## src/rtl/cache_fill_ctrl_pkg.sv

```systemverilog
// Shared constants and FSM encoding for the cache miss/fill controller.
package cache_fill_ctrl_pkg;

  localparam int WORD_SIZE   = 16;
  localparam int LINE_WORDS  = 4;
  localparam int LINE_SIZE   = WORD_SIZE * LINE_WORDS;
  localparam int TIMEOUT_DEF = 255;

  typedef enum logic [1:0] {
    CF_IDLE    = 2'd0,
    CF_FILL    = 2'd1,
    CF_INSTALL = 2'd2,
    CF_WT      = 2'd3
  } cf_state_t;

endpackage

```

## src/rtl/cache_fill_ctrl_sat_counter.sv

```systemverilog
// Saturating up-counter; holds at all-ones instead of wrapping.
module sat_counter #(
  parameter int WIDTH = 16
) (
  input  logic             clk,
  input  logic             reset,
  input  logic             inc,
  output logic [WIDTH-1:0] count
);

  always_ff @(posedge clk or posedge reset) begin
    if (reset) begin
      count <= '0;
    end else if (inc && (count != {WIDTH{1'b1}})) begin
      count <= count + 1'b1;
    end
  end

endmodule

```

## src/rtl/cache_fill_ctrl.sv

```systemverilog
// Miss/fill controller between a CPU port and a 4-word-line write-through,
// no-allocate cache: read misses fill a whole line, stores always go to memory.
module cache_fill_ctrl #(
  parameter int WORD_W     = cache_fill_ctrl_pkg::WORD_SIZE,
  parameter int LINE_WORDS = cache_fill_ctrl_pkg::LINE_WORDS,
  parameter int TIMEOUT    = cache_fill_ctrl_pkg::TIMEOUT_DEF
) (
  input  logic                         clk,
  input  logic                         reset,
  input  logic                         req_valid,
  input  logic                         req_write,
  input  logic [WORD_W-1:0]            req_addr,
  input  logic [WORD_W-1:0]            req_wdata,
  output logic                         stall,
  output logic                         done,
  output logic [WORD_W-1:0]            c_addr,
  output logic                         c_readC,
  input  logic                         c_hit,
  output logic                         c_writeC,
  output logic                         c_writeCword,
  output logic [WORD_W*LINE_WORDS-1:0] c_line,
  output logic                         mem_req,
  output logic                         mem_we,
  output logic [WORD_W-1:0]            mem_addr,
  output logic [WORD_W-1:0]            mem_wword,
  input  logic                         mem_ack,
  input  logic [WORD_W*LINE_WORDS-1:0] mem_rline,
  output logic                         err,
  output logic [WORD_W-1:0]            hit_cnt,
  output logic [WORD_W-1:0]            acc_cnt
);

  import cache_fill_ctrl_pkg::*;

  localparam int LINE_W = WORD_W * LINE_WORDS;
  localparam int OFF_W  = $clog2(LINE_WORDS);
  localparam int TMR_W  = $clog2(TIMEOUT + 1);
  localparam logic [TMR_W-1:0] TMR_MAX = TMR_W'(TIMEOUT);

  cf_state_t            state, state_n;
  logic [LINE_W-1:0]    line_q;
  logic                 hit_q;
  logic [WORD_W-1:0]    addr_q;
  logic [WORD_W-1:0]    wdata_q;
  logic [TMR_W-1:0]     timer;
  logic [WORD_W-1:0]    base_q;

  logic                 latch;
  logic                 timeout;
  logic                 hit_inc;
  logic                 acc_inc;

  // The request is captured on leaving IDLE so a dropped req_valid cannot
  // disturb an in-flight memory transaction.
  assign base_q = {addr_q[WORD_W-1:OFF_W], {OFF_W{1'b0}}};

  always_ff @(posedge clk or posedge reset) begin
    if (reset) begin
      state   <= CF_IDLE;
      line_q  <= '0;
      hit_q   <= 1'b0;
      addr_q  <= '0;
      wdata_q <= '0;
      timer   <= '0;
      err     <= 1'b0;
    end else begin
      state <= state_n;
      if (latch) begin
        hit_q   <= c_hit;
        addr_q  <= req_addr;
        wdata_q <= req_wdata;
        timer   <= '0;
      end else if (((state == CF_FILL) || (state == CF_WT)) && !mem_ack) begin
        timer <= timer + 1'b1;
      end
      if ((state == CF_FILL) && mem_ack) begin
        line_q <= mem_rline;
      end
      if (timeout) begin
        err <= 1'b1;
      end
    end
  end

  // Outputs are held quiet while reset is high so an aborted transaction
  // releases the memory and the pipeline immediately.
  always_comb begin
    state_n      = state;
    stall        = 1'b0;
    done         = 1'b0;
    c_addr       = req_addr;
    c_readC      = 1'b0;
    c_writeC     = 1'b0;
    c_writeCword = 1'b0;
    c_line       = '0;
    mem_req      = 1'b0;
    mem_we       = 1'b0;
    mem_addr     = '0;
    mem_wword    = '0;
    latch        = 1'b0;
    timeout      = 1'b0;
    hit_inc      = 1'b0;
    acc_inc      = 1'b0;
    if (!reset) begin
      case (state)
        CF_IDLE: begin
          c_readC = req_valid & ~req_write;
          if (req_valid) begin
            if (!req_write && c_hit) begin
              done    = 1'b1;
              hit_inc = 1'b1;
              acc_inc = 1'b1;
            end else begin
              stall   = 1'b1;
              latch   = 1'b1;
              state_n = req_write ? CF_WT : CF_FILL;
            end
          end
        end
        CF_FILL: begin
          stall    = 1'b1;
          mem_req  = 1'b1;
          mem_addr = base_q;
          c_addr   = base_q;
          if (mem_ack) begin
            state_n = CF_INSTALL;
          end else if (timer == TMR_MAX) begin
            timeout = 1'b1;
            mem_req = 1'b0;
            stall   = 1'b0;
            done    = req_valid;
            acc_inc = req_valid;
            state_n = CF_IDLE;
          end
        end
        CF_INSTALL: begin
          stall    = 1'b1;
          c_writeC = 1'b1;
          c_addr   = base_q;
          c_line   = line_q;
          state_n  = CF_IDLE;
        end
        CF_WT: begin
          stall     = 1'b1;
          mem_req   = 1'b1;
          mem_we    = 1'b1;
          mem_addr  = addr_q;
          mem_wword = wdata_q;
          c_addr    = addr_q;
          if (mem_ack) begin
            stall   = 1'b0;
            done    = req_valid;
            acc_inc = req_valid;
            state_n = CF_IDLE;
            // No-allocate: only a store that hit refreshes the cached word.
            if (hit_q) begin
              c_writeCword                = 1'b1;
              c_line[LINE_W-1 -: WORD_W]  = wdata_q;
            end
          end else if (timer == TMR_MAX) begin
            timeout = 1'b1;
            mem_req = 1'b0;
            stall   = 1'b0;
            done    = req_valid;
            acc_inc = req_valid;
            state_n = CF_IDLE;
          end
        end
        default: begin
          state_n = CF_IDLE;
        end
      endcase
    end
  end

  sat_counter #(.WIDTH(WORD_W)) u_hit_cnt (
    .clk   (clk),
    .reset (reset),
    .inc   (hit_inc),
    .count (hit_cnt)
  );

  sat_counter #(.WIDTH(WORD_W)) u_acc_cnt (
    .clk   (clk),
    .reset (reset),
    .inc   (acc_inc),
    .count (acc_cnt)
  );

endmodule
```

## config.mk

```make
export PLATFORM = sky130hd
export DESIGN_NAME = cache_fill_ctrl
export DESIGN_NICKNAME = d
export VERILOG_FILES = /design/src/rtl/cache_fill_ctrl_pkg.sv /design/src/rtl/cache_fill_ctrl_sat_counter.sv /design/src/rtl/cache_fill_ctrl.sv
export SDC_FILE = /design/constraint.sdc
export NUM_CORES = 1
export LEC_CHECK = 0
export ABC_AREA = 1
export BUFFER_PORTS_ARGS = -buffer_cell sky130_fd_sc_hd__buf_2
export CORE_MARGIN = 2
export CORE_UTILIZATION = 46
export CTS_CLUSTER_SIZE = 20
export DETAILED_ROUTE_END_ITERATION = 8
export GPL_TIMING_DRIVEN = 0
export PLACE_DENSITY = 0.84
export SLEW_MARGIN = 15
export SYNTH_ARGS = -nofsm -noshare
export SYNTH_HDL_FRONTEND = slang
export SYNTH_SLANG_ARGS = --single-unit
```

## constraint.sdc

```tcl
create_clock -name clk -period 4.7 [get_ports clk]
set_input_delay 1.175 -clock clk [delete_from_list [all_inputs] [get_ports clk]]
set_output_delay 1.175 -clock clk [all_outputs]
set_load 0.05 [all_outputs]
```

# After elaboration in Yosys (flattened, before gate mapping)
# Index checks and enable logic that the tools add are counted.
# totals
ff_bits	140
in_bits	102
output_inout_bits	152
elab_cells	90
# classes
n_addsub	3
n_eq_ne	8
n_mux	54
bitwise	3
n_reduce_logical	13
# op_table
operator	n
16-bit 2-to-1 mux	6
16-bit case mux with 2 select lines	3
64-bit 2-to-1 mux	1
48-bit 2-to-1 mux	1
16-bit by 1-bit adder with 16-bit output, second input constant	2
1-bit 2-to-1 mux	32
16-bit != test, second input constant	2
8-bit 2-to-1 mux	2
2-bit 2-to-1 mux	6
8-bit by 1-bit adder with 8-bit output, second input constant	1
8-bit == test, second input constant	1
2-bit case mux with 4 select lines	1
1-bit logical AND	5
2-bit == test, second input constant	2
2-bit != test, second input constant	2
1-bit case mux with 4 select lines	1
2-bit OR reduction	2
1-bit case mux with 3 select lines	1
3-bit AND reduction	1
2-bit by 1-bit == test with 1-bit output, second input constant	1
1-bit zero test	2
2-bit zero test	1
1-bit inverter	2
2-bit nonzero test	1
2 further kinds	2

# Depth between registers and ports, before layout
# Gate-level depths: netlist of run 1.
# logic_depth
word_depth	7
mapped_depth	12
ltp_nobuf	11

# Modules after synthesis
# A second synthesis of run 1 with hierarchy kept.
# unflattened
hier_cells	902
hier_area_um2	7523.5
# modules_own_cells
mod	n_inst	cells_each	area_each_um2	seq_area_each_um2
cache_fill_ctrl	1	606	5444.0	2702.6
sat_counter (u_acc_cnt)	1	150	1069.8	400.4
sat_counter (u_hit_cnt)	1	146	1009.7	400.4

# Worst setup path before layout of run 1
# OpenSTA, ideal clock, no wires.
# synth_timing
path_type	in2out
from	input reset
to	output mem_addr[10]
arrival_ps	4031
t_required_ps	3525
path_slack_ps	-506
path_stages	4
path_buffers	1
cell_sequence	inv_2 nand2_1 clkbuf_1 nor2_1
# synth_via
elab_chain_len	1
# synth_rtl
item	line	rtl
from (decl)	cache_fill_ctrl.sv:9	input logic reset,
16-bit 2-to-1 mux	cache_fill_ctrl.sv:104	if (!reset) begin
to (decl)	cache_fill_ctrl.sv:24	output logic [WORD_W-1:0] mem_addr,
# Every way passes these cells.

# Worst setup path after layout of run 1
# layout_timing
from	input reset
to	output c_line[44]
# layout_via
elab_chain_len	1
# layout_rtl
item	line	rtl
64-bit 2-to-1 mux	cache_fill_ctrl.sv:104	
to (decl)	cache_fill_ctrl.sv:21	output logic [WORD_W*LINE_WORDS-1:0] c_line,
# Every way passes these cells.

==> run summary, run 1 <==
=====================================================================================
Finished Core Util .....................................................       0.6064
Count of TritonRoute iterations in the first routing pass ..............            5
Kind of launch point of the worst setup path ...........................    input pin
Via-per-instance ratio .................................................        5.050
Area share of the largest cell type after synthesis ....................       0.4741
DRC violations left ....................................................            0
CTS buffer count .......................................................           17
Max-slew headroom at the worst pin .....................................       0.5887
Largest net degree at the start of global routing ......................           87
Critical path class .................................................... input pin to primary output
Synth top area cells ................................................... sky130_fd_sc_hd__dfrtp_1, sky130_fd_sc_hd__nand2_1, sky130_fd_sc_hd__mux2_2, sky130_fd_sc_hd__nor2_1, sky130_fd_sc_hd__inv_1
Number of clock sinks ..................................................          140
Slew Limit Fails .......................................................            0
Power density relative to cell area .................................... 617.4 nW/um^2
First-pass GRT wire length .............................................     32.15 mm
Post-cts resize count ..................................................            0
All-layer global routing usage .........................................       0.2436
Post-CTS Hold Buffers ..................................................            0
WL/cell ................................................................     15.24 um
Area enclosed by the die boundary ...................................... 17,090 sq um
Clk_lat worst skew .....................................................       420 ps
Proportion of layout cells with a drive suffix above 1 .................       0.3470
Switching power summed over all nets ...................................     2.573 mW
Buffers inserted by post-CTS timing repair .............................            0
Most frequent cells in the layout ...................................... sky130_fd_sc_hd__buf_2, sky130_fd_sc_hd__nand2_1, sky130_fd_sc_hd__dfrtp_1
Largest area contributor in the netlist ................................ sky130_fd_sc_hd__dfrtp_1
Clock skew after layout ................................................     12.60 ps
Number of synthesized register bits ....................................          140
Hold Vio Cnt, Final ....................................................            0
Leakage dissipation ....................................................     5.074 nW
Number of placed cells counting well taps ..............................        1,354
Site Rows ..............................................................           46
H-tree depth reported by CTS ...........................................            4
Layout Cells excl Fill .................................................        1,387
Master of the slowest instance on the critical path .................... sky130_fd_sc_hd__buf_16
Total via count after detailed routing .................................        7,005
Proportion of power drawn by the clock network .........................        0.230
WP data arrival ........................................................      2820 ps
Most Frequent Cell on Critical Path .................................... sky130_fd_sc_hd__buf_2
Top fanout value on the critical path ..................................           86
Vias in the first global route .........................................        6,404
Sequential share of the synthesized area ...............................       0.4741
Routability cong. ......................................................       0.8446
Max Cap Violations .....................................................            0
Worst Hold Class ....................................................... register to register
Number of buffers between clock root and the deepest sink ..............            2
Crit end category ...................................................... primary output
Area inside the core boundary .......................................... 15,770 sq um
Area added between synthesis and finish ................................       29.41%
Final setup fails ......................................................            0
Initial Util ...........................................................       0.4686
Clock tree from TritonCTS ..............................................        built
Required arrival time at the worst endpoint ............................      3520 ps
Time the worst path needs with I/O delays and setup ....................      3999 ps
Height of the die ......................................................     130.7 um
Cell Area, Synth .......................................................   7390 sq um
Most frequent standard cell in the layout excluding fill and tap cells . sky130_fd_sc_hd__buf_2
Sw frac ................................................................       0.4357
Post-DRT Antenna Nets ..................................................            0
# port buffers .........................................................          253
Ordered list of cells on the worst path ................................ buf_2 > inv_8 > buf_16 > nand2_1 > nor2_1 > buf_2
Cells after synthesis ..................................................          884
Seq pwr share ..........................................................        0.347
Root cell of the clock tree ............................................ sky130_fd_sc_hd__clkbuf_16
Library cells used by synthesis ........................................           41
Max rail drop VDD ......................................................  0.0003419 V
Final net count ........................................................        1,266
Slew @ Worst Pin .......................................................     617.0 ps
Status ................................................................. complete, no violations
Global-route congestion overflow total .................................            0
Total wire length after detailed routing ...............................     21.13 mm
Number of filler instances in the final layout .........................        1,382
Number of warnings issued by yosys .....................................            0
Combinational fraction of design power .................................        0.423
Standard cell area after detailed placement ............................   8961 sq um
Synthesized area per cell ..............................................  8.359 sq um
Slowest stage delay, CP ................................................       390 ps
Antenna violations before repair .......................................            0
Total negative setup slack .............................................         0 ps
Internal power component ...............................................     3.331 mW
Maximum clock frequency ................................................    250.1 MHz
Register clock-pin slew on the reported worst setup and hold paths .....        50 ps
DRT iter0 DRCs .........................................................          405
Chip width .............................................................     130.7 um
DP HPWL ................................................................     15.59 mm
Final critical-path share of the clock period ..........................       0.8507
Top-Level Pins .........................................................          254
Unrepaired setup endpoints after global routing ........................           no
Final std cell area, no fill ...........................................   9563 sq um
Post-Syn Nets ..........................................................          993
=====================================================================================
==> area by class of cell <==
class	count	area (sq um)	share of cell area
Sequential cell	140	3503	0.3663
Multi-Input combinational cell	619	3349	0.3503
Timing Repair Buffer	254	1294	0.1353
Clock buffer	23	488.0	0.05103
Inverter	85	330.3	0.03454
Tap cell	216	270.3	0.02826
Buffer	40	214.0	0.02237
Clock inverter	9	111.4	0.01164
Antenna cell	1	2.502	0.0002617
==> through the flow <==
step | setup slack [ps] | hold WS [ps] | power [mW]
floorplan | -65.54 | 448.4 | 3.915
global placement | -334.2 | 456.4 | 4.468
detailed placement | 631.8 | 460.9 | 4.553
CTS | 632.4 | 479.2 | 5.924
global route | 458.0 | 502.6 | 6.233
finish | 701.5 | 475.8 | 5.904
==> power by group through the flow <==
| stage | Combinational (mW) | Sequential, mW | Clock (mW) |
|---|---|---|---|
| 6_report | 2.50 | 2.05 | 1.36 |
| 3_5_place_dp | 2.49 | 2.06 | 0 |
| 5_1_grt | 2.70 | 2.11 | 1.42 |
| 4_1_cts | 2.51 | 2.04 | 1.38 |
| 2_1_floorplan | 1.76 | 2.16 | 0 |
| 3_3_place_gp | 2.44 | 2.03 | 0 |
==> cells in the mapped netlist <==
library cell and n:
sky130_fd_sc_hd__o32ai_1 2, sky130_fd_sc_hd__o22ai_1 14, sky130_fd_sc_hd__o21bai_1 1, sky130_fd_sc_hd__nor2_2 6
sky130_fd_sc_hd__a21oi_2 1, sky130_fd_sc_hd__dfrtp_1 140, sky130_fd_sc_hd__xor2_1 17, sky130_fd_sc_hd__a21oi_1 17
sky130_fd_sc_hd__nor2_4 3, sky130_fd_sc_hd__buf_8 1, sky130_fd_sc_hd__nor3_1 9, sky130_fd_sc_hd__nand3_4 2
sky130_fd_sc_hd__buf_6 2, sky130_fd_sc_hd__clkinv_1 1, sky130_fd_sc_hd__buf_4 3, sky130_fd_sc_hd__ha_1 7
sky130_fd_sc_hd__mux2_2 58, sky130_fd_sc_hd__nand3_2 1, sky130_fd_sc_hd__inv_2 3, sky130_fd_sc_hd__nand4_4 1
sky130_fd_sc_hd__o21ai_2 8, sky130_fd_sc_hd__o21a_1 1, sky130_fd_sc_hd__nand4_1 12, sky130_fd_sc_hd__inv_1 79
sky130_fd_sc_hd__nand3_1 30, sky130_fd_sc_hd__xnor2_1 4, sky130_fd_sc_hd__inv_4 1, sky130_fd_sc_hd__clkinv_2 1
sky130_fd_sc_hd__clkbuf_1 13, sky130_fd_sc_hd__or2_2 1, sky130_fd_sc_hd__a31oi_1 1, sky130_fd_sc_hd__nand3b_1 2
sky130_fd_sc_hd__a22oi_1 16, sky130_fd_sc_hd__nor2_1 136, sky130_fd_sc_hd__o21ai_0 26, sky130_fd_sc_hd__o21ai_1 2
sky130_fd_sc_hd__nor3_2 1, sky130_fd_sc_hd__buf_2 21, sky130_fd_sc_hd__a21boi_1 1, sky130_fd_sc_hd__nand2_1 231
sky130_fd_sc_hd__nand2_2 8
==> critical path: cells and delay by family <==
| family | cells | cell delay (ps) |
|---|---|---|
| AND/OR/NAND/NOR | 2 | 400 |
| buffers and inverters | 4 | 1180 |
==> state kept, by name, summed over array words and instances (netlist names) <==
register / count
addr_q: 16
err: 1
timer: 8
line_q: 64
u_acc_cnt.count: 16
u_hit_cnt.count: 16
wdata_q: 16
hit_q: 1
state: 2
==> cells by family after synthesis <==
| logic type | synth area share |
|---|---|
| AOI/OAI and AO/OA | 0.07552 |
| xor gates and xnor gates | 0.02489 |
| adders and majority gates | 0.01185 |
| buffers and inverters | 0.07264 |
| DFF | 0.4741 |
| muxes | 0.08839 |
| and+or+nand+nor | 0.2526 |
==> routing by layer <==
metal / vias up / track usage / wire (um)
li1: 3382 / - / -
met5: - / 0 / 0
met3: 38 / 0.05090 / 1097
met2: 226 / 0.4017 / 10430
met1: 3359 / 0.3191 / 9164
met4: 0 / 0.08886 / 436
==> worst paths after layout <==
kind | startpoint | endpoint | slack (ps) | cells past startpoint
setup / recovery | reset | c_line[44] | 700 | 6
hold / removal | err | err | 480 | 1
setup reg to reg | state[0] | u_acc_cnt.count[7] | 2730 | 9
hold reg to reg | err | err | 480 | 1
max in group asynchronous | reset | line_q[15] | 3090 | 3
min in group asynchronous | reset | timer[2] | 850 | 2
(Power assumes the default switching activity.)
==> run 2: changes to the inputs <==
--- a/config.mk
+++ b/config.mk
@@ -7,8 +7,10 @@
 export LEC_CHECK = 0
 export ABC_AREA = 1
 export BUFFER_PORTS_ARGS = -buffer_cell sky130_fd_sc_hd__buf_2
+export CELL_PAD_IN_SITES_DETAIL_PLACEMENT = 0
+export CELL_PAD_IN_SITES_GLOBAL_PLACEMENT = 2
 export CORE_MARGIN = 2
-export CORE_UTILIZATION = 46
+export CORE_UTILIZATION = 26
 export CTS_CLUSTER_SIZE = 20
 export DETAILED_ROUTE_END_ITERATION = 8
 export GPL_TIMING_DRIVEN = 0
==> run summary, run 2 (synthesis gave the netlist of run 1 again) <==
=====================================================================================
Clk_lat worst skew .....................................................       420 ps   about the same
Flop2flop setup slack ..................................................      2580 ps   -150 ps
Worst-case setup margin in the final layout ............................     639.1 ps   -62.42 ps
Kind of launch point of the worst setup path ...........................     register
Unrepaired setup endpoints after global routing ........................           no
Hold Vio Cnt, Final ....................................................            0   unchanged
Site Rows ..............................................................           61   +33%
Time the worst path needs with I/O delays and setup ....................      4061 ps   +62.42 ps
Largest net degree at the start of global routing ......................           87   unchanged
Clock tree from TritonCTS ..............................................        built
Required arrival time at the worst endpoint ............................      3520 ps   about the same
Most frequent cells in the layout ...................................... sky130_fd_sc_hd__buf_2, sky130_fd_sc_hd__nand2_1, sky130_fd_sc_hd__dfrtp_1
Initial Util ...........................................................       0.2653   -0.2033
Maximum clock frequency ................................................    246.2 MHz   -1.5%
DP HPWL ................................................................     18.14 mm   +16%
WL/cell ................................................................     15.41 um   +1.1%
Hold path depth ........................................................            2   +1
Master of the slowest instance on the critical path .................... sky130_fd_sc_hd__clkbuf_1
Buffers inserted by post-CTS timing repair .............................            0   unchanged
Via-per-instance ratio .................................................        4.378   -13%
DRT iter0 DRCs .........................................................          327   -19%
Area inside the core boundary .......................................... 27,860 sq um   +77%
Status ................................................................. complete, no violations
# port buffers .........................................................          253   unchanged
All-layer global routing usage .........................................       0.1604   -0.08318
Number of flip-flops in the largest register ...........................           64   unchanged
Vias in the first global route .........................................        6,665   +4.1%
Leakage dissipation ....................................................     5.060 nW   -0.26%
Slew Limit Fails .......................................................            0   unchanged
Register clock-pin slew on the reported worst setup and hold paths .....        60 ps   about the same
Post-cts resize count ..................................................            0   unchanged
Routability cong. ......................................................       0.8078   -4.4%
Top fanout value on the critical path ..................................           10   -88%
Cell depth of the worst flop-to-flop path ..............................            9   unchanged
Slowest stage delay, CP ................................................       480 ps   +90 ps
Final net count ........................................................        1,266   unchanged
Antenna violations before repair .......................................            2   +2
Max-slew headroom at the worst pin .....................................       0.5164   -0.07227
Slew @ Worst Pin .......................................................     725.4 ps   +108.4 ps
Worst flop-to-flop path endpoint ....................................... u_acc_cnt.count[12]
Area enclosed by the die boundary ...................................... 29,790 sq um   +74%
Largest reg by FF count ................................................       line_q
Post-DRT Antenna Nets ..................................................            0   unchanged
Crit path buffers/inverters ............................................            4   unchanged
H-tree depth reported by CTS ...........................................            4   unchanged
Root cell of the clock tree ............................................ sky130_fd_sc_hd__clkbuf_16
Most Frequent Cell on Critical Path .................................... sky130_fd_sc_hd__clkbuf_1
Pwr Total ..............................................................     5.879 mW   -0.43%
Final critical-path share of the clock period ..........................       0.8640   +0.01328
Startpoint of the worst-slack reg-to-reg timing path ...................     state[0]
Post-CTS Hold Buffers ..................................................            0   unchanged
Total wire length after detailed routing ...............................     23.87 mm   +13%
WP data arrival ........................................................      2890 ps   +70 ps
Number of buffers between clock root and the deepest sink ..............            2   unchanged
Max rail drop VDD ......................................................  0.0002458 V   -28%
Chip width .............................................................     172.6 um   +32%
Most frequent standard cell in the layout excluding fill and tap cells . sky130_fd_sc_hd__buf_2
Cell family with the largest share of critical-path delay .............. buffers and inverters
Proportion of layout cells with a drive suffix above 1 .................       0.3487   +0.001709
Top-Level Pins .........................................................          254   unchanged
Crit end category ...................................................... primary output
Max Cap Violations .....................................................            0   unchanged
Worst min-delay path endpoint ..........................................        hit_q
CTS buffer count .......................................................           17   unchanged
Count of TritonRoute iterations in the first routing pass ..............            4   -1
Ordered list of cells on the worst path ................................ inv_1 > ha_1 > clkbuf_1 > clkbuf_1 > nand2_1 > nor2_1 > buf_2
Area added between synthesis and finish ................................       31.82%
Start point of the worst min-delay path ................................        hit_q
First-pass GRT wire length .............................................     38.14 mm   +19%
Final setup fails ......................................................            0   unchanged
Clock skew after layout ................................................     15.00 ps   +2.400 ps
Power density relative to cell area .................................... 603.5 nW/um^2   -2.2%
Critical path class .................................................... register to primary output
DRC violations left ....................................................            0   unchanged
Height of the die ......................................................     172.6 um   +32%
Number of clock sinks ..................................................          140   unchanged
Worst Hold Class ....................................................... register to register
Worst setup slack after placement ......................................     562.5 ps   -69.32 ps
Global-route congestion overflow total .................................            0   unchanged
Total via count after detailed routing .................................        6,782   -3.2%
=====================================================================================
[run 2: changes by cell type in the layout (fill, tap and decap cells not counted)]
cell,before,now
sky130_fd_sc_hd__bufinv_16,2,1
sky130_fd_sc_hd__clkbuf_1,15,13
sky130_fd_sc_hd__clkbuf_8,4,1
sky130_fd_sc_hd__clkinv_4,3,2
sky130_fd_sc_hd__clkinvlp_4,2,3
sky130_fd_sc_hd__inv_6,0,5
sky130_fd_sc_hd__inv_8,1,2
[run 2: metal layers]
layer / routed length, um / vias to the layer above / global-route usage / part of all wire
met2: 10670 / 198 / 0.2470 / 0.45
li1: - / 3385 / - / -
met5: 13 / - / 0 / 0.00054
met3: 1288 / 20 / 0.03606 / 0.054
met4: 337 / 2 / 0.04274 / 0.014
met1: 11560 / 3177 / 0.2268 / 0.48
[run 2: worst reg2reg max path: stages (launching register included)]
cell and delay [ps]:
sky130_fd_sc_hd__dfrtp_1 450, sky130_fd_sc_hd__inv_1 100, sky130_fd_sc_hd__ha_1 200, sky130_fd_sc_hd__clkbuf_1 240, sky130_fd_sc_hd__nor2_2 420, sky130_fd_sc_hd__inv_1 100
sky130_fd_sc_hd__a21oi_2 180, sky130_fd_sc_hd__buf_4 210, sky130_fd_sc_hd__nand3_1 80, sky130_fd_sc_hd__nand2_1 70
[run 2: cell type report]
cell class              instances  area (sq um)
fillers                      3021         18120
well taps                     378         473.0
clock inverters                14         135.1
plain buffers                  40         214.0
clock buffers                  18         439.2
repair buffers                254          1294
inverters                      85         330.3
diodes                          1         2.502
multi-input cells             619          3349
flip-flops and latches        140          3503
[run 2: through the flow]
step           cell area [sq um]  hold slack (ps)  setup TNS [ps]    util  instances
2_1_floorplan               7392            448.4          -131.1       -        884
3_3_place_gp                9131            463.8           -8921  0.3278       1515
3_5_place_dp                9164            470.2               0  0.3289       1516
4_1_cts                     9738            486.5               0  0.3496       1548
5_1_grt                     9741            505.5               0  0.3497       1549
6_report                    9741            484.0               0  0.3497       1549
[run 2: how the worst max path moves through the flow]
stage / depth (start not counted) / start / end / slack, ps
2_1_floorplan: 3 / reset / c_addr[0] / -70
3_3_place_gp: 5 / reset / c_line[42] / -630
3_5_place_dp: 6 / reset / mem_addr[9] / 560
4_1_cts: 7 / state[0] / c_line[42] / 490
5_1_grt: 7 / state[0] / c_line[42] / 310
6_report: 7 / state[0] / c_line[42] / 640
[run 2: power by group]
| part | total [mW] | internal (mW) | switching (mW) | leakage, nW |
|---|---|---|---|---|
| Combinational | 2.50 | 0.779 | 1.72 | 3.07 |
| Sequential | 2.04 | 1.71 | 0.324 | 1.71 |
| Clock | 1.34 | 0.756 | 0.589 | 0.276 |
| Total | 5.88 | 3.25 | 2.63 | 5.06 |
==> run 3: changes to the inputs <==
--- a/config.mk
+++ b/config.mk
@@ -18,4 +18,5 @@
 export SLEW_MARGIN = 15
 export SYNTH_ARGS = -nofsm -noshare
 export SYNTH_HDL_FRONTEND = slang
+export SYNTH_HIERARCHICAL = 1
 export SYNTH_SLANG_ARGS = --single-unit
==> run summary, run 3 <==
=====================================================================================
Top fanout value on the critical path ..................................           70   +60
Count of TritonRoute iterations in the first routing pass ..............            6   +2
# port buffers .........................................................          253   unchanged
Required arrival time at the worst endpoint ............................      3520 ps   about the same
Slowest stage delay, CP ................................................       630 ps   +150 ps
Cell depth of the worst flop-to-flop path ..............................           14   +5
Top-Level Pins .........................................................          254   unchanged
Number of placed cells counting well taps ..............................        1,540   +1.6%
Hold Vio Cnt, Final ....................................................            0   unchanged
Buffers inserted by post-CTS timing repair .............................            0   unchanged
Hold path depth ........................................................            1   -1
Final net count ........................................................        1,285   +1.5%
Post-Syn Nets ..........................................................        1,012   +1.9%
Sequential share of the synthesized area ...............................       0.4657   -0.008436
H-tree depth reported by CTS ...........................................            4   unchanged
Most Frequent Cell on Critical Path .................................... sky130_fd_sc_hd__buf_2
Via-per-instance ratio .................................................        4.233   -3.3%
DRT iter0 DRCs .........................................................          267   -18%
Most frequent cells in the layout ...................................... sky130_fd_sc_hd__buf_2, sky130_fd_sc_hd__nand2_1, sky130_fd_sc_hd__nor2_1
Clk_lat worst skew .....................................................       420 ps   about the same
Root cell of the clock tree ............................................ sky130_fd_sc_hd__clkbuf_16
Power density relative to cell area .................................... 607.1 nW/um^2   +0.59%
Prevailing post-synth register cell .................................... sky130_fd_sc_hd__dfrtp_1
DP HPWL ................................................................     17.48 mm   -3.6%
Largest net degree at the start of global routing ......................           71   -18%
Final setup fails ......................................................            0   unchanged
Post-cts resize count ..................................................            0   unchanged
Number of clock sinks ..................................................          140   unchanged
Ordered list of cells on the worst path ................................ buf_2 > inv_6 > buf_16 > nand2_2 > a211oi_1 > buf_2
Post-CTS Hold Buffers ..................................................            0   unchanged
Largest area contributor in the netlist ................................ sky130_fd_sc_hd__dfrtp_1
Maximum clock frequency ................................................    226.4 MHz   -8.1%
Slew Limit Fails .......................................................            0   unchanged
Commonest cells in the netlist ......................................... sky130_fd_sc_hd__nand2_1, sky130_fd_sc_hd__nor2_1, sky130_fd_sc_hd__dfrtp_1, sky130_fd_sc_hd__inv_1, sky130_fd_sc_hd__mux2_2
Slew @ Worst Pin .......................................................     763.9 ps   +38.46 ps
Master of the slowest instance on the critical path .................... sky130_fd_sc_hd__a211oi_1
Status ................................................................. complete, no violations
Max rail drop VDD ......................................................  0.0002915 V   +19%
Number of warnings issued by yosys .....................................            6   +6
Layout Cells excl Fill .................................................        1,574   +1.6%
Antenna violations before repair .......................................            2   unchanged
DRC violations left ....................................................            0   unchanged
Cell Area, Synth .......................................................   7523 sq um   +1.8%
Critical path class .................................................... input pin to primary output
Area share of the largest cell type after synthesis ....................       0.4657   -0.008436
Largest reg by FF count ................................................       line_q
Max-slew headroom at the worst pin .....................................       0.4877   -0.02871
Share of synthesized flip-flops with an asynchronous set or reset ......        1.000   unchanged
Area enclosed by the die boundary ...................................... 30,310 sq um   +1.8%
Register clock-pin slew on the reported worst setup and hold paths .....        70 ps   about the same
Max Cap Violations .....................................................            0   unchanged
Kind of launch point of the worst setup path ...........................    input pin
Total wire length after detailed routing ...............................     22.83 mm   -4.3%
Library cells used by synthesis ........................................           39   -4.9%
Startpoint of the worst-slack reg-to-reg timing path ...................     timer[0]
Worst Hold Class ....................................................... register to register
Routability cong. ......................................................       0.8140   +0.77%
Number of flip-flops in the largest register ...........................           64   unchanged
Number of filler instances in the final layout .........................        3,064   +1.4%
Number of synthesized register bits ....................................          140   unchanged
Initial Util ...........................................................       0.2628   -0.002430
WP data arrival ........................................................      3240 ps   +350 ps
Worst setup slack after placement ......................................     60.58 ps   -501.9 ps
WL/cell ................................................................     14.51 um   -5.8%
Global-route congestion overflow total .................................            0   unchanged
Total via count after detailed routing .................................        6,662   -1.8%
Area inside the core boundary .......................................... 28,630 sq um   +2.8%
Dominant cell by count in the synthesized netlist ...................... sky130_fd_sc_hd__nand2_1
Vias in the first global route .........................................        6,756   +1.4%
Most frequent standard cell in the layout excluding fill and tap cells . sky130_fd_sc_hd__buf_2
Cells after synthesis ..................................................          902   +2.0%
Chip width .............................................................     174.1 um   +0.88%
Height of the die ......................................................     174.1 um   +0.88%
Time the worst path needs with I/O delays and setup ....................      4418 ps   +357.0 ps
Area added between synthesis and finish ................................       32.03%
Start point of the worst min-delay path ................................          err
Post-DRT Antenna Nets ..................................................            0   unchanged
Synthesized area per cell ..............................................  8.341 sq um   -0.22%
All-layer global routing usage .........................................       0.1520   -0.008404
Clock skew after layout ................................................     10.15 ps   -4.845 ps
Number of buffers between clock root and the deepest sink ..............            2   unchanged
Worst setup startpoint .................................................        reset
Leakage dissipation ....................................................     5.089 nW   +0.57%
Unrepaired setup endpoints after global routing ........................           no
Number of enable-type register cells in the synthesized netlist ........            0   unchanged
Synth top area cells ................................................... sky130_fd_sc_hd__dfrtp_1, sky130_fd_sc_hd__nand2_1, sky130_fd_sc_hd__nor2_1, sky130_fd_sc_hd__mux2_2, sky130_fd_sc_hd__inv_1
First-pass GRT wire length .............................................     36.45 mm   -4.4%
Final critical-path share of the clock period ..........................       0.9400   +0.07595
Proportion of layout cells with a drive suffix above 1 .................       0.3476   -0.001075
CTS buffer count .......................................................           17   unchanged
Worst-case setup margin in the final layout ............................     282.1 ps   -357.0 ps
Site Rows ..............................................................           62   +1.6%
Clock tree from TritonCTS ..............................................        built
Crit end category ...................................................... primary output
Pwr Total ..............................................................     6.031 mW   +2.6%
=====================================================================================
[run 3: cell types whose count changed in the layout (fill, tap and decap cells not counted), moves of 9 or more]
cell                      change
sky130_fd_sc_hd__buf_2       -10
sky130_fd_sc_hd__o21ai_1     +22
sky130_fd_sc_hd__mux2_2      -21
sky130_fd_sc_hd__mux2_4      +20
sky130_fd_sc_hd__a21oi_1     -10
sky130_fd_sc_hd__buf_1        +9
sky130_fd_sc_hd__inv_1       +13
sky130_fd_sc_hd__xor2_1      -10
[run 3: path summary, 6_finish.rpt]
| path | to | slack, ps |
|---|---|---|
| worst max-delay path | done | 280 |
| worst min-delay path | err | 480 |
| worst max register to register | u_acc_cnt/count[13] | 2050 |
| worst min register to register | err | 480 |
| max in group asynchronous | line_q[46] | 3130 |
| min in group asynchronous | line_q[29] | 860 |
[run 3: final cells by class]
class	count	area, sq um	area share
Timing Repair Buffer	254	1294	0.1302
Multi-Input combinational cell	624	3430	0.3453
Antenna cell	2	5.005	0.0005038
Sequential cell	140	3503	0.3527
Clock inverter	15	200.2	0.02015
Clock buffer	17	425.4	0.04283
Buffer	35	201.4	0.02028
Inverter	103	394.1	0.03968
Tap cell	384	480.5	0.04837
[run 3: per-layer routing]
metal,GRT usage,routed length (um),vias to the layer above
li1,-,-,3411
met1,0.1996,10770,3070
met2,0.2528,10610,172
met3,0.03303,1237,9
met4,0.04167,214,0
met5,0,0,-
[run 3: per-stage QoR]
stage	hold WS (ps)	setup TNS (ps)	cell area, sq um	util
final	483.3	0	9933	0.3470
after detailed placement	457.2	0	9303	0.3250
after CTS	488.1	0	9928	0.3468
after global routing	511.4	0	9933	0.3470
after floorplan	452.7	0	7526	-
after global placement	455.9	-6770	9273	0.3239
[run 3: kinds of logic (layout without fill, tap and decap cells)]
family                     after synthesis  in the layout  synth area share
other                                    0              2                 0
muxes                                   62             62            0.1028
buffers and inverters                  138            424           0.07850
and+or+nand+nor                        442            442            0.2460
adders and majority gates                8              8           0.01331
xor gates and xnor gates                 9              9           0.01048
DFF                                    140            140            0.4657
AOI/OAI and AO/OA                      103            103           0.08332
[run 3: power by group]
| group | internal, mW | switching [mW] |
|---|---|---|
| logic | 0.837 | 1.66 |
| clock network | 0.857 | 0.600 |
| registers | 1.72 | 0.351 |
[run 3: worst max-delay path, delay by kind of cell]
family | cells | cell delay [ps]
AO/OA/AOI/OAI | 1 | 630
AND/OR/NAND/NOR | 1 | 150
buffers and inverters | 4 | 1260
